File: config.mk
export PLATFORM = sky130hd
export DESIGN_NAME = approx_acc_16
export DESIGN_NICKNAME = d
export VERILOG_FILES = /design/src/rtl/approx_pkg.sv /design/src/rtl/cla_16_4.sv /design/src/rtl/approx_acc_16.sv
export SDC_FILE = /design/constraint.sdc
export NUM_CORES = 1
export LEC_CHECK = 0
export BUFFER_PORTS_ARGS = -buffer_cell sky130_fd_sc_hd__buf_2
export CORE_MARGIN = 2
export CORE_UTILIZATION = 58
export CTS_BUF_LIST = sky130_fd_sc_hd__clkbuf_8
export DETAILED_ROUTE_END_ITERATION = 12
export PLACE_DENSITY_LB_ADDON = 0.1
export SYNTH_ARGS = -nofsm -noshare
export SYNTH_HDL_FRONTEND = slang
export SYNTH_SLANG_ARGS = --single-unit
File: constraint.sdc
create_clock -name clk -period 3.18 [get_ports clk]
set_input_delay 0.318 -clock clk [delete_from_list [all_inputs] [get_ports clk]]
set_output_delay 0.318 -clock clk [all_outputs]
set_load 0.02 [all_outputs]
File: src/rtl/approx_pkg.sv
// Shared types and constants for the approximate window accumulator.
package approx_pkg;

   localparam int unsigned DATA_W = 16;

   localparam logic [DATA_W-1:0] SAT_VALUE = 16'hFFFF;

   typedef enum logic [1:0] {
      IDLE,
      ACC,
      HOLD
   } state_t;

endpackage

File: src/rtl/cla_16_4.sv
// 16-bit approximate carry-lookahead adder: every carry looks back at most four bit positions,
// so carry chains longer than four bits are dropped (cin counts as a generate below bit 0).
module cla_16_4
   import approx_pkg::*;
(
   input  logic [DATA_W-1:0] a,
   input  logic [DATA_W-1:0] b,
   input  logic              cin,
   output logic [DATA_W-1:0] sum,
   output logic              cout
);

   logic [DATA_W-1:0] p;
   logic [DATA_W-1:0] g;
   logic [DATA_W:0]   c;

   // Position j of the operands sits at index j+4; cin sits at index 3, below that is zero.
   logic [19:1] gx;
   logic [19:2] px;

   assign p  = a ^ b;
   assign g  = a & b;
   assign gx = {g, cin, 2'b00};
   assign px = {p, 2'b00};

   assign c[0] = cin;

   for (genvar i = 1; i <= DATA_W; i++) begin : g_carry
      assign c[i] = gx[i+3]
                  | (px[i+3] & gx[i+2])
                  | (px[i+3] & px[i+2] & gx[i+1])
                  | (px[i+3] & px[i+2] & px[i+1] & gx[i]);
   end

   assign sum  = p ^ c[DATA_W-1:0];
   assign cout = c[DATA_W];

endmodule

File: src/rtl/approx_acc_16.sv
// Window accumulator for a CNN MAC lane: sums LEN partial products through cla_16_4 and
// hands each window result downstream with a sticky overflow flag.
module approx_acc_16
   import approx_pkg::*;
#(
   parameter int unsigned LEN = 9,
   parameter bit          SAT = 1'b1
) (
   input  logic              clk,
   input  logic              rst,
   input  logic [DATA_W-1:0] in_data,
   input  logic              in_valid,
   output logic              in_ready,
   output logic [DATA_W-1:0] out_data,
   output logic              out_ovf,
   output logic              out_valid,
   input  logic              out_ready
);

   localparam int unsigned      CNT_W = $clog2(LEN + 1);
   localparam logic [CNT_W-1:0] LAST  = CNT_W'(LEN - 1);

   state_t            state_q, state_d;
   logic [DATA_W-1:0] acc_q, acc_d;
   logic [CNT_W-1:0]  cnt_q, cnt_d;
   logic              ovf_q, ovf_d;
   logic [DATA_W-1:0] out_data_q, out_data_d;
   logic              out_ovf_q, out_ovf_d;

   logic [DATA_W-1:0] add_a;
   logic [DATA_W-1:0] sum;
   logic              cout;
   logic              in_xfer;
   logic              ovf_win;
   logic              last_term;

   assign in_ready  = (state_q != HOLD);
   assign out_valid = (state_q == HOLD);
   assign in_xfer   = in_valid && in_ready;

   // First term of a window starts from zero so a stale acc never leaks into the next window.
   assign add_a     = (state_q == IDLE) ? '0 : acc_q;
   assign ovf_win   = (state_q == IDLE) ? cout : (ovf_q | cout);
   assign last_term = (state_q == IDLE) ? (LEN == 1) : (cnt_q == LAST);

   cla_16_4 u_add (
      .a    (add_a),
      .b    (in_data),
      .cin  (1'b0),
      .sum  (sum),
      .cout (cout)
   );

   always_comb begin
      state_d    = state_q;
      acc_d      = acc_q;
      cnt_d      = cnt_q;
      ovf_d      = ovf_q;
      out_data_d = out_data_q;
      out_ovf_d  = out_ovf_q;
      unique case (state_q)
         IDLE, ACC: begin
            if (in_xfer) begin
               acc_d = sum;
               ovf_d = ovf_win;
               cnt_d = (state_q == IDLE) ? CNT_W'(1) : cnt_q + CNT_W'(1);
               if (last_term) begin
                  state_d    = HOLD;
                  out_data_d = (SAT && ovf_win) ? SAT_VALUE : sum;
                  out_ovf_d  = ovf_win;
               end else begin
                  state_d = ACC;
               end
            end
         end
         HOLD: begin
            if (out_ready) begin
               cnt_d   = '0;
               state_d = IDLE;
            end
         end
         default: state_d = IDLE;
      endcase
   end

   always_ff @(posedge clk) begin
      if (rst) begin
         state_q    <= IDLE;
         acc_q      <= '0;
         cnt_q      <= '0;
         ovf_q      <= 1'b0;
         out_data_q <= '0;
         out_ovf_q  <= 1'b0;
      end else begin
         state_q    <= state_d;
         acc_q      <= acc_d;
         cnt_q      <= cnt_d;
         ovf_q      <= ovf_d;
         out_data_q <= out_data_d;
         out_ovf_q  <= out_ovf_d;
      end
   end

   assign out_data = out_data_q;
   assign out_ovf  = out_ovf_q;

endmodule

==> summary.txt <==
============================================================================
Final number of setup-violating endpoints                                  0
Number of routed nets with antenna violations                              0
Largest net degree at the start of global routing                         31
Total Wirelength                                                     5540 µm
Area of the die                                                     4680 µm²
Number of enable flip-flop cells after synthesis                           0
Core region area                                                    4000 µm²
CTS hold repair buffers                                                    0
Worst Path Required                                                  3.34 ns
Final cell count without fillers                                         365
Share of layout cells above drive strength 1                           0.203
Leak pwr                                                             1.14 nW
Peak supply drop                                                    0.239 mV
Detailed-placement wirelength estimate                               4000 µm
Period utilization                                                     0.786
Data arrival time of the critical path                               2.66 ns
Net count, final                                                         352
Gate count after technology mapping                                      280
Crit path capture type                                                  flop
Via density per instance                                                5.69
Post-synthesis cell area                                            2400 µm²
Highest clock frequency the design can meet                          400 MHz
Synth Register Bits                                                       40
Number of buffers inserted to repair setup after CTS                       0
Initial antenna violation count                                            0
Top flip-flop cell by instance count after synthesis                 dfxtp_1
Inserted Clock Buffers                                                     5
Wire length per cell                                                 15.2 µm
Drt initial violations                                                   110
Crit path kind                                                    reg -> reg
TritonCTS clock tree                                                   built
Warnings from Yosys                                                        0
Post-synthesis sequential area ratio                                   0.333
Endpoints failing hold                                                     0
Layout Area Growth over Synthesis                                      12.0%
Netlist cell types                                                        47
Syn_area_per_cell                                                   8.58 µm²
Buffers from clock root to sink, at most                                   2
Slew Limit Headroom                                                    0.529
Clock skew after layout                                           0.00791 ns
R2R Path Start                                                  state_q[1]$_SDFFE_PP0P_
Port Buffers                                                              38
Number of detailed-route iterations in the first pass                      4
Combined global-route utilization of all metal layers                  0.266
Placed instance count                                                    357
Clock-pin slew on the worst setup and hold paths                     0.08 ns
DRC violation count after routing                                          0
CTS-repair resized insts                                                   0
Unrepaired setup endpoints after global routing                           no
Worst-Margin Slew                                                   0.706 ns
Power per standard cell area                                      395 nW/µm²
Result of the run                                               complete, no violations
Start point of the critical path                                state_q[1]$_SDFFE_PP0P_
Number of placed I/O pins                                                 39
CTS H-tree depth                                                           2
Total power                                                          1.06 mW
Reported max-cap violation count                                           0
Worst hold path class                                              in -> reg
Syn_nets                                                                 318
Highest fanout seen on the critical path                                  12
Worst Setup Start Kind                                                  flop
Clock net sink count                                                      40
Die extent in y                                                      68.4 µm
Via count of the first global-routing pass                              1927
Final estimated routing congestion in global placement                 0.806
Post-route core utilization                                            0.673
Wire length of the first global-routing pass                         9160 µm
Die Span X                                                           68.4 µm
Initial Utilization                                                    0.601
Startpoint of the tightest hold check path                          in_valid
Max-slew violation count                                                   0
Standard-cell rows                                                        23
Root buf cell                                                       clkbuf_8
Time the final worst path needs with I/O delays and setup            2.50 ns
Diode insertion count for antenna repair                                   0
Clock latency on the worst-skew pair                                 0.30 ns
Global route overflow                                                      0
Share of synthesized registers carrying an async set or reset              0
Aggregate negative setup slack                                          0 ns
Detailed-route via count                                                2076
============================================================================
flip-flops by register name, indices dropped and copies added (netlist names):
register,cells
out_ovf,1
state_q,2
out_data,16
acc_q,16
ovf_q,1
cnt_q,4
worst paths after layout:
check / end / slack (ns) / cells after the start
worst max register to register: out_data[4]$_SDFFE_PP0P_ / 0.68 / 9
worst min-delay path: state_q[0]$_SDFFE_PP0P_ / 0.27 / 2
worst min register to register: acc_q[3]$_SDFFE_PP0P_ / 0.45 / 2
worst max-delay path: out_data[4]$_SDFFE_PP0P_ / 0.68 / 9
worst max-delay path, cell delays in order (launching register included):
cell and delay (ns):
dfxtp_1 0.40, nor2_2 0.38, buf_4 0.23, nor2b_1 0.05, ha_1 0.36, a21oi_1 0.24
o221ai_2 0.15, nor2_2 0.19, buf_4 0.26, a211oi_1 0.11
per-layer routing:
layer,part of all wire,GRT usage
met1,0.50,0.366
met2,0.45,0.421
met3,0.037,0.0461
met4,0.013,0.0825
met5,0,0
power by group:
group	total [mW]	internal (mW)	switching (mW)
sequential	0.532	0.520	0.0119
clock	0.351	0.171	0.181
combinational	0.179	0.0717	0.107
total	1.06	0.763	0.300
cell usage in the layout (no fill, tap or decap), types with 5 or more instances in the layout:
cell type  count
o21ai_0        9
a21oi_1       18
inv_1         14
a211oi_1      12
dfxtp_1       40
buf_2         38
o22ai_1        7
xnor2_1        6
nor2_1        25
nand3_1        7
nand2_1       25
and2_1         5
clkbuf_8       6
ha_1          17
xor2_1         6
a21o_1         8
a211oi_2       8
buf_4          5
nor2b_1       17
kinds of logic (layout without fill, tap and decap cells):
| kind of cell | Yosys count | after routing | synth area share |
|---|---|---|---|
| simple gates | 94 | 94 | 0.191 |
| flops | 40 | 40 | 0.333 |
| buf+inv | 28 | 63 | 0.0573 |
| fa+ha+maj | 19 | 19 | 0.102 |
| xor+xnor | 12 | 12 | 0.0437 |
| compound gates | 87 | 87 | 0.274 |
through the flow:
step	cell area [µm²]	hold WS, ns	worst slack [ns]
floorplan	2400	0.431	0.815
global placement	2600	0.439	0.813
detailed placement	2600	0.444	0.694
CTS	2690	0.258	0.673
global route	2690	0.292	0.448
finish	2690	0.268	0.682
cells in the mapped netlist, types with 2 or more instances:
cell	n	area share
nand2_1	25	0.039
nand3_1	7	0.015
a21o_1	8	0.025
buf_2	5	0.010
o21ai_0	9	0.019
nor3_1	3	0.0062
a2111oi_2	2	0.012
a211oi_2	8	0.042
and2_1	5	0.013
dfxtp_1	40	0.33
xnor2_1	6	0.022
clkbuf_1	6	0.0094
o211ai_1	3	0.0094
o21ai_1	2	0.0042
inv_1	12	0.019
a311o_1	2	0.0083
a311oi_1	2	0.0073
buf_4	3	0.0094
o22ai_1	7	0.018
nor2b_1	17	0.044
nand2b_1	2	0.0052
nor2_1	25	0.039
ha_1	17	0.088
a211oi_1	12	0.037
xor2_1	6	0.022
a211o_1	2	0.0073
a31oi_1	3	0.0078
buf_6	2	0.0094
o21a_1	2	0.0062
a21oi_1	18	0.037
nand4_1	2	0.0052
nor2_2	2	0.0052
area by class of cell:
| cell class | instances | area, µm² |
|---|---|---|
| well taps | 50 | 62.6 |
| multi-input cells | 212 | 1470 |
| fillers | 344 | 1310 |
| flip-flops and latches | 40 | 801 |
| repair buffers | 43 | 228 |
| clock inverters | 2 | 7.51 |
| inverters | 12 | 45.0 |
| clock buffers | 6 | 82.6 |
(Power assumes the default switching activity.)
